**src/rtl/rv_pkg.sv**
```systemverilog
// Shared RV32I decode definitions: ALU opcodes, major opcodes and branch conditions.
// The alu_op_t encoding is also consumed by the execute-stage alu.
package rv_pkg;

  typedef enum logic [3:0] {
    ALU_ADD  = 4'd0,
    ALU_SUB  = 4'd1,
    ALU_SLL  = 4'd2,
    ALU_SRL  = 4'd3,
    ALU_SRA  = 4'd4,
    ALU_AND  = 4'd5,
    ALU_OR   = 4'd6,
    ALU_XOR  = 4'd7,
    ALU_SLT  = 4'd8,
    ALU_SLTU = 4'd9,
    ALU_PASS = 4'd10,
    ALU_LINK = 4'd11
  } alu_op_t;

  localparam logic [6:0] OPC_OP     = 7'b0110011;
  localparam logic [6:0] OPC_OP_IMM = 7'b0010011;
  localparam logic [6:0] OPC_LOAD   = 7'b0000011;
  localparam logic [6:0] OPC_STORE  = 7'b0100011;
  localparam logic [6:0] OPC_BRANCH = 7'b1100011;
  localparam logic [6:0] OPC_JAL    = 7'b1101111;
  localparam logic [6:0] OPC_JALR   = 7'b1100111;
  localparam logic [6:0] OPC_LUI    = 7'b0110111;
  localparam logic [6:0] OPC_AUIPC  = 7'b0010111;
  localparam logic [6:0] OPC_FENCE  = 7'b0001111;

  localparam logic [2:0] F3_BEQ  = 3'b000;
  localparam logic [2:0] F3_BNE  = 3'b001;
  localparam logic [2:0] F3_BLT  = 3'b100;
  localparam logic [2:0] F3_BGE  = 3'b101;
  localparam logic [2:0] F3_BLTU = 3'b110;
  localparam logic [2:0] F3_BGEU = 3'b111;

  localparam logic [6:0] F7_ZERO = 7'b0000000;
  localparam logic [6:0] F7_ALT  = 7'b0100000;

endpackage

```
**src/rtl/imm_gen.sv**
```systemverilog
// Combinational RV32I immediate generator; the format is chosen from the opcode.
// Opcodes without an immediate yield zero.
module imm_gen
  import rv_pkg::*;
(
  input  logic [31:0] instr,
  output logic [31:0] imm
);

  // Format select and sign extension from instr[31]
  always_comb begin
    imm = 32'd0;
    case (instr[6:0])
      OPC_OP_IMM, OPC_LOAD, OPC_JALR:
        imm = {{20{instr[31]}}, instr[31:20]};
      OPC_STORE:
        imm = {{20{instr[31]}}, instr[31:25], instr[11:7]};
      OPC_BRANCH:
        imm = {{19{instr[31]}}, instr[31], instr[7], instr[30:25], instr[11:8], 1'b0};
      OPC_LUI, OPC_AUIPC:
        imm = {instr[31:12], 12'd0};
      OPC_JAL:
        imm = {{11{instr[31]}}, instr[31], instr[19:12], instr[20], instr[30:21], 1'b0};
      default:
        imm = 32'd0;
    endcase
  end

endmodule

```
**src/rtl/decode_stage.sv**
```systemverilog
// RV32I decode pipeline register: one-entry valid/ready stage with flush.
// Decodes the fetched instruction into ALU, branch, memory and writeback controls.
module decode_stage
  import rv_pkg::*;
#(
  parameter int DATA_WIDTH = 32
) (
  input  logic                  clk,
  input  logic                  rst,
  input  logic                  in_valid,
  output logic                  in_ready,
  input  logic [31:0]           in_instr,
  input  logic [DATA_WIDTH-1:0] in_pc,
  input  logic                  flush,
  output logic                  out_valid,
  input  logic                  out_ready,
  output logic [DATA_WIDTH-1:0] out_pc,
  output logic [3:0]            alu_sel,
  output logic                  op0_sel,
  output logic                  op1_sel,
  output logic [DATA_WIDTH-1:0] imm,
  output logic [4:0]            rs1,
  output logic [4:0]            rs2,
  output logic [4:0]            rd,
  output logic                  reg_write,
  output logic                  is_branch,
  output logic                  is_jal,
  output logic                  is_jalr,
  output logic [2:0]            branch_funct3,
  output logic                  mem_read,
  output logic                  mem_write,
  output logic [2:0]            mem_funct3,
  output logic                  illegal
);

  typedef struct packed {
    logic [DATA_WIDTH-1:0] pc;
    alu_op_t               alu;
    logic                  op0;
    logic                  op1;
    logic [DATA_WIDTH-1:0] imm;
    logic [4:0]            rs1;
    logic [4:0]            rs2;
    logic [4:0]            rd;
    logic                  reg_write;
    logic                  is_branch;
    logic                  is_jal;
    logic                  is_jalr;
    logic [2:0]            branch_funct3;
    logic                  mem_read;
    logic                  mem_write;
    logic [2:0]            mem_funct3;
    logic                  illegal;
  } bundle_t;

  logic [31:0] imm_raw;
  logic [6:0]  opcode;
  logic [2:0]  f3;
  logic [6:0]  f7;
  logic        accept;
  logic        rw, br, jl, jr, mr, mw, ill;
  bundle_t     dec;
  bundle_t     bundle_d, bundle_q;
  logic        valid_d, valid_q;

  imm_gen u_imm_gen (
    .instr (in_instr),
    .imm   (imm_raw)
  );

  assign opcode   = in_instr[6:0];
  assign f3       = in_instr[14:12];
  assign f7       = in_instr[31:25];
  assign in_ready = !valid_q || out_ready;
  assign accept   = in_valid && in_ready;

  // Instruction decode; side-effect flags are cleared for illegal encodings
  always_comb begin
    dec     = '0;
    dec.pc  = in_pc;
    dec.imm = DATA_WIDTH'($signed(imm_raw));
    dec.rs1 = in_instr[19:15];
    dec.rs2 = in_instr[24:20];
    dec.rd  = in_instr[11:7];
    dec.alu = ALU_ADD;
    rw  = 1'b0;
    br  = 1'b0;
    jl  = 1'b0;
    jr  = 1'b0;
    mr  = 1'b0;
    mw  = 1'b0;
    ill = 1'b0;
    case (opcode)
      OPC_OP, OPC_OP_IMM: begin
        dec.op1 = (opcode == OPC_OP_IMM);
        rw      = 1'b1;
        case (f3)
          3'b000:  dec.alu = (opcode == OPC_OP && f7 == F7_ALT) ? ALU_SUB : ALU_ADD;
          3'b001:  dec.alu = ALU_SLL;
          3'b010:  dec.alu = ALU_SLT;
          3'b011:  dec.alu = ALU_SLTU;
          3'b100:  dec.alu = ALU_XOR;
          3'b101:  dec.alu = (f7 == F7_ALT) ? ALU_SRA : ALU_SRL;
          3'b110:  dec.alu = ALU_OR;
          3'b111:  dec.alu = ALU_AND;
          default: dec.alu = ALU_ADD;
        endcase
        // Only shifts carry funct7 on OP-IMM; OP also allows SUB
        if (opcode == OPC_OP) begin
          ill = !((f7 == F7_ZERO) || (f7 == F7_ALT && (f3 == 3'b000 || f3 == 3'b101)));
        end else begin
          ill = (f3 == 3'b001 && f7 != F7_ZERO) ||
                (f3 == 3'b101 && f7 != F7_ZERO && f7 != F7_ALT);
        end
      end
      OPC_LOAD: begin
        dec.op1        = 1'b1;
        dec.mem_funct3 = f3;
        rw             = 1'b1;
        mr             = 1'b1;
        ill            = (f3 == 3'b011) || (f3 == 3'b110) || (f3 == 3'b111);
      end
      OPC_STORE: begin
        dec.op1        = 1'b1;
        dec.mem_funct3 = f3;
        mw             = 1'b1;
        ill            = (f3 > 3'b010);
      end
      OPC_BRANCH: begin
        dec.op0           = 1'b1;
        dec.op1           = 1'b1;
        dec.branch_funct3 = f3;
        br                = 1'b1;
        ill               = (f3 == 3'b010) || (f3 == 3'b011);
      end
      OPC_JAL: begin
        dec.alu = ALU_LINK;
        dec.op0 = 1'b1;
        rw      = 1'b1;
        jl      = 1'b1;
      end
      OPC_JALR: begin
        dec.alu = ALU_LINK;
        dec.op0 = 1'b1;
        rw      = 1'b1;
        jr      = 1'b1;
        ill     = (f3 != 3'b000);
      end
      OPC_LUI: begin
        dec.alu = ALU_PASS;
        dec.op1 = 1'b1;
        rw      = 1'b1;
      end
      OPC_AUIPC: begin
        dec.op0 = 1'b1;
        dec.op1 = 1'b1;
        rw      = 1'b1;
      end
      OPC_FENCE: begin
        dec.alu = ALU_ADD;
      end
      default: begin
        ill = 1'b1;
      end
    endcase
    dec.illegal   = ill;
    dec.reg_write = rw && !ill && (dec.rd != 5'd0);
    dec.is_branch = br && !ill;
    dec.is_jal    = jl && !ill;
    dec.is_jalr   = jr && !ill;
    dec.mem_read  = mr && !ill;
    dec.mem_write = mw && !ill;
  end

  // Handshake: flush beats accept, accept beats consume, otherwise hold
  always_comb begin
    valid_d  = valid_q;
    bundle_d = bundle_q;
    if (flush) begin
      valid_d = 1'b0;
    end else if (accept) begin
      valid_d  = 1'b1;
      bundle_d = dec;
    end else if (out_ready) begin
      valid_d = 1'b0;
    end else begin
      valid_d = valid_q;
    end
  end

  // Bundle register with synchronous reset
  always_ff @(posedge clk) begin
    if (rst) begin
      valid_q  <= 1'b0;
      bundle_q <= '0;
    end else begin
      valid_q  <= valid_d;
      bundle_q <= bundle_d;
    end
  end

  assign out_valid     = valid_q;
  assign out_pc        = bundle_q.pc;
  assign alu_sel       = bundle_q.alu;
  assign op0_sel       = bundle_q.op0;
  assign op1_sel       = bundle_q.op1;
  assign imm           = bundle_q.imm;
  assign rs1           = bundle_q.rs1;
  assign rs2           = bundle_q.rs2;
  assign rd            = bundle_q.rd;
  assign reg_write     = bundle_q.reg_write;
  assign is_branch     = bundle_q.is_branch;
  assign is_jal        = bundle_q.is_jal;
  assign is_jalr       = bundle_q.is_jalr;
  assign branch_funct3 = bundle_q.branch_funct3;
  assign mem_read      = bundle_q.mem_read;
  assign mem_write     = bundle_q.mem_write;
  assign mem_funct3    = bundle_q.mem_funct3;
  assign illegal       = bundle_q.illegal;

endmodule

```
**config.mk**
```make
export PLATFORM = sky130hd
export DESIGN_NAME = decode_stage
export DESIGN_NICKNAME = d
export VERILOG_FILES = /design/src/rtl/rv_pkg.sv /design/src/rtl/imm_gen.sv /design/src/rtl/decode_stage.sv
export SDC_FILE = /design/constraint.sdc
export NUM_CORES = 1
export LEC_CHECK = 0
export ABC_AREA = 1
export CORE_MARGIN = 1.5
export CORE_UTILIZATION = 43
export DETAILED_ROUTE_END_ITERATION = 7
export HOLD_SLACK_MARGIN = 0.03
export PLACE_DENSITY = 0.8
export SLEW_MARGIN = 25
export SYNTH_ARGS = -nofsm -noshare
export SYNTH_HDL_FRONTEND = slang
export SYNTH_SLANG_ARGS = --single-unit
export TNS_END_PERCENT = 50
```
**constraint.sdc**
```tcl
create_clock -name clk -period 1.5 [get_ports clk]
set_input_delay 0.3 -clock clk [delete_from_list [all_inputs] [get_ports clk]]
set_output_delay 0.3 -clock clk [all_outputs]
set_load 0.05 [all_outputs]
```
; Yosys cells after proc, flatten, opt, wreduce, memory -nomap -nowiden
; Index checks and enable logic that the tools add are counted.
[op_classes]
bitwise_logic = 1
n_lt_le_gt_ge = 1
mux = 19
reduce_logical = 40
n_eq_ne = 19
[ops]
columns = operator, count
row1 = case mux 32 bit (5 select lines), 1
row2 = case mux 4 bit (8 select lines), 1
row3 = equality test 7 x 6 -> 1 bit (second input constant), 4
row4 = equality test 7 bit (second input constant), 3
row5 = equality test 7 x 5 -> 1 bit (second input constant), 2
row6 = logical AND 1 bit, 13
row7 = equality test 3 bit (second input constant), 4
row8 = case mux 4 bit (3 select lines), 1
row9 = 2-to-1 mux 1 bit, 11
row10 = OR reduction 2 bit, 5
row11 = 2-to-1 mux 3 bit, 3
row12 = OR reduction 4 bit, 2
row13 = equality test 7 x 2 -> 1 bit (second input constant), 1
row14 = equality test 7 x 4 -> 1 bit (second input constant), 1
row15 = zero test 7 bit, 1
row16 = logical OR 1 bit, 7
row17 = != test 7 x 6 -> 1 bit (second input constant), 1
row18 = nonzero test 7 bit, 1
row19 = OR reduction 7 bit, 1
row20 = equality test 3 x 2 -> 1 bit (second input constant), 2
row21 = case mux 1 bit (6 select lines), 1
row22 = nonzero test 5 bit, 1
row23 = OR reduction 5 bit, 1
row24 = equality test 3 x 1 -> 1 bit (second input constant), 1
row25 = 9 further kinds, 11
[word_totals]
inputBits = 69
output_inout_bits = 100
ff_bits = 99

; Depth between registers and ports, before layout
[logic_depth]
ltp_word = 10
depth_mapped = 12
mapped_depth_nobuf = 11

; Modules after synthesis
; A second synthesis with hierarchy kept.
[hier_totals]
cells_unflattened = 693
area_unflattened_um2 = 4638.2
[modules_own_cells]
columns = module, cells_each, seq_area_each_um2, n_inst, area_per_inst_um2
row1 = decode_stage, 530, 1981.9, 1, 3878.7
row2 = imm_gen, 163, 0.0, 1, 759.5

; Worst setup path after synthesis
; No wires, ideal clock.
[synth_path]
kind = reg-to-reg
start = reg valid_q, in the netlist out_valid
end = reg bundle_q, in the netlist out_pc[28]
path_slack_ns = -0.446
period_less_slack_ns = 1.946
arrival_ns = 1.882
path_buffers = 2
setup_ns = 0.064
path_stages_with_launch = 10
path_cell_list = dfxtp_1 > inv_1 > nor2_1 > inv_1 > nand2_1 > inv_2 > buf_2 > buf_2 > nor2_1 > nor2_1
[synth_between]
elab_chain_len = 4
[synth_lines]
columns = element, line_no
row1 = "start, declared", decode_stage.sv:64  ; logic valid_d, valid_q;
row2 = "start signal, assigned", decode_stage.sv:197  ; valid_q <= valid_d;
row3 = zero test 1 bit, decode_stage.sv:74  ; assign in_ready = !valid_q || out_ready;
row4 = logical OR 1 bit, decode_stage.sv:74
row5 = named net in_ready, decode_stage.sv:11  ; output logic in_ready,
row6 = logical AND 1 bit, decode_stage.sv:75  ; assign accept = in_valid && in_ready;
row7 = AND reduction 2 bit (no source line), -
row8 = "end signal, assigned", decode_stage.sv:198  ; bundle_q <= bundle_d;
row9 = "end, declared", decode_stage.sv:63  ; bundle_t bundle_d, bundle_q;
; The timed path passes the listed nets, and every way through them passes these cells.
; A chain may end at the register's enable or synchronous reset.

; Worst setup path after layout
[layout_path]
start = reg valid_q, in the netlist out_valid
end = out in_ready
[layout_between]
elab_chain_len = 2
[layout_lines]
columns = element, line_no
row1 = zero test 1 bit, decode_stage.sv:74
row2 = logical OR 1 bit, decode_stage.sv:74
row3 = "end, declared", decode_stage.sv:11
; No other way between the ends.

==> metrics.txt <==
status finished, final reports clean; share of the yosys chip area belonging to registers 47.2%; total of flip-flops plus latches after synthesis 99; power density cells between 700 and 800 mW/mm2; leading cell types by count after synthesis 151 x sky130_fd_sc_hd__nand2_1, 124 x sky130_fd_sc_hd__nor2_1, 99 x sky130_fd_sc_hd__dfxtp_1; critical hold path startpoint rst; fraction of final layout cells sized beyond drive strength 1 30.3%; instance count of the mapped netlist 606; class of the most critical setup path reg -> out; global placer's final weighted congestion approximately 0.9; final setup violating endpoints 0; cell with the largest stage delay on the worst path sky130_fd_sc_hd__dfxtp_4; final sum of negative setup slack 0 ns; global-route wire length before repair approximately 23,000 um; library cell used as clock root buffer sky130_fd_sc_hd__clkbuf_8; post-synthesis cell type with the largest combined area sky130_fd_sc_hd__dfxtp_1; Inserted Diodes 0; prevailing post-synth register cell sky130_fd_sc_hd__dfxtp_1; critical path data required time 1.20 ns; critical register-to-register path startpoint out_valid; final critical-path share of the clock period 98.8%; number of flops mapped to enable cells by yosys 0; utilization of the core after routing 85.2%; crit-path cells inv_2 > nor2_4 > inv_2 > buf_6 > buf_12; placed wire-length estimate after detailed placement 11,000 um; Area growth, synth to finish 89.4%; Max-Cap Viols 0; delay of the slowest cell on the worst path around 0.36 ns; Bufs on Longest Clock Path 2; data arrival at the endpoint of the critical path 1.18 ns; Chip Width around 100 um; share of synthesized registers carrying an async set or reset 0%; detailed-route DRC error count 0; aggregate routed wire length about 15,000 um; average routed wire per standard cell 15.9 um; worst IR drop on VDD 0.563 mV; Overflow after GRT 0; Via density 5.15; clk_lat worst skew ~0.36 ns; number of filler instances in the final layout 508; Final Max Slew Viols 0; R2R cell count 9; Net Count, Synth between 600 and 700; Placeable Area 0.00933 mm2; GRT Resource Usage Total 28.4%; H-tree depth reported by CTS 3; Top delay family on crit path buffers and inverters; antenna violations before repair 0; Tmin final roughly 1.5 ns; number of distinct library cells after synthesis 26; per-instance average area after synthesis 6.92 um2; WHS Path Cells 3; count of input and output buffers 168; upper clock frequency limit 675 MHz; P_leak approximately 3.4 nW; number of buffers created by CTS 9; top area cells in the synthesized netlist sky130_fd_sc_hd__dfxtp_1 47%, sky130_fd_sc_hd__nand2_1 14%, sky130_fd_sc_hd__nor2_1 11%; overall die height 102 um; Final Total Pwr 6.33 mW; total buffers and inverters traversed by the critical path 4; worst hold slack after final layout ~0.38 ns; Starting Density roughly 45%; CTS sink count 99; yosys synthesis warning count 0; top-area cell type share of the netlist area a little under half; CTS tree yes; crit end category output pin; Final Hold Vio Count 0; Max-Slew Margin vs Limit 75.4%; number of ports placed on the die boundary 169; DRC marker count from the first detailed-route iteration 309; Die Footprint 0.0104 mm2; number of placement rows 35; classification of the worst-slack hold path in -> reg; logic depth of the worst path, buffers included 5; Critical Path Source Type flip-flop; final layout net count 897; start point of the critical path out_valid; largest net degree at the start of global routing 54; actual transition at the worst max-transition pin 0.365 ns; total vias in the final route 4,953; Initial DRT Pass Iterations 6; mapped cell area 0.00420 mm2; clock-pin slew on the worst setup and hold paths 0.09 ns; via count of the first global-routing pass ~4.9k; final antenna-violating net count 0; Clock Skew just under 0.009 ns; Critical Path Most Common Cell sky130_fd_sc_hd__inv_2; CP Max Fanout 2; most instantiated library cell after synthesis sky130_fd_sc_hd__nand2_1
sequential cells by signal, indices dropped and copies added (netlist names), 3 cells and up:
register       cells
imm               32
out_pc            32
rd                 5
rs1                5
rs2                5
alu_sel            4
branch_funct3      3
mem_funct3         3
power by group:
group	switching [mW]	internal, mW
combinational	0.830	0.752
clock	0.914	0.985
sequential	0.115	2.73
total	1.86	4.47
worst paths after layout:
| check | end | slack (ns) |
|---|---|---|
| worst min-delay path | imm[2] | 0.38 |
| worst max register to register | reg_write | 0.14 |
| worst max-delay path | in_ready | 0.02 |
| worst min register to register | imm[27] | 0.51 |
through the flow:
| stage | cells | cell area [um2] | setup slack (ns) |
|---|---|---|---|
| final | 961 | 7950 | 0.0175 |
| after global routing | 961 | 7950 | -0.0393 |
| after CTS | 959 | 7830 | -0.00116 |
| after detailed placement | 942 | 7500 | -0.537 |
| after global placement | 942 | 7500 | -0.427 |
| after floorplan | 606 | 4210 | 0.00640 |
tightest hold or removal path, cell delays in order:
cell	delay, ns
sky130_fd_sc_hd__buf_2	0.11
sky130_fd_sc_hd__buf_12	0.23
sky130_fd_sc_hd__a21oi_2	0.05
area by class of cell:
| cell class | count | area, um2 | area share, % |
|---|---|---|---|
| inverter | 29 | 114 | 1.43 |
| sequential | 99 | 1990 | 25.0 |
| clock buffer | 10 | 138 | 1.73 |
| clock inverter | 5 | 85.1 | 1.07 |
| tap | 129 | 161 | 2.03 |
| multi-input combinational | 447 | 2140 | 27.0 |
| timing repair buffer | 242 | 3320 | 41.8 |
placed cells by master (no fill, tap or decap), drive strengths merged, types with 5 or more instances in the layout:
master / n
nand2: 160
a21oi: 55
clkdlybuf4s50: 50
buf: 175
clkbuf: 11
inv: 30
dfxtp: 99
dlymetal6s2s: 10
dlygate4sd2: 5
nand3: 23
nor2: 130
o21ai: 70
metal layers:
metal | GRT usage (%) | wire length (um) | vias up
li1 | - | - | 2383
met1 | 32.3 | 5890 | 2266
met2 | 51.1 | 7610 | 258
met3 | 7.52 | 1370 | 46
met4 | 10.4 | 383 | 0
met5 | 0 | 0 | -
logic make-up (layout without fill, tap and decap cells):
family	count (synthesis)	count (layout)	share of synthesized area, %
AND/OR/NAND/NOR	317	317	31.3
AO/OA/AOI/OAI	130	130	15.8
flip-flops	99	99	47.2
buffers and inverters	60	286	5.70
repair_timing:
item	4_1_cts	5_1_grt
hold endpoints to repair	0	0
gates resized for setup	36	38
gates cloned	0	0
pin swaps	7	13
buffers inserted	2	2
hold buffers	0	0
setup endpoints to repair	42	53
Note: power is estimated with default switching activity, not from simulation.
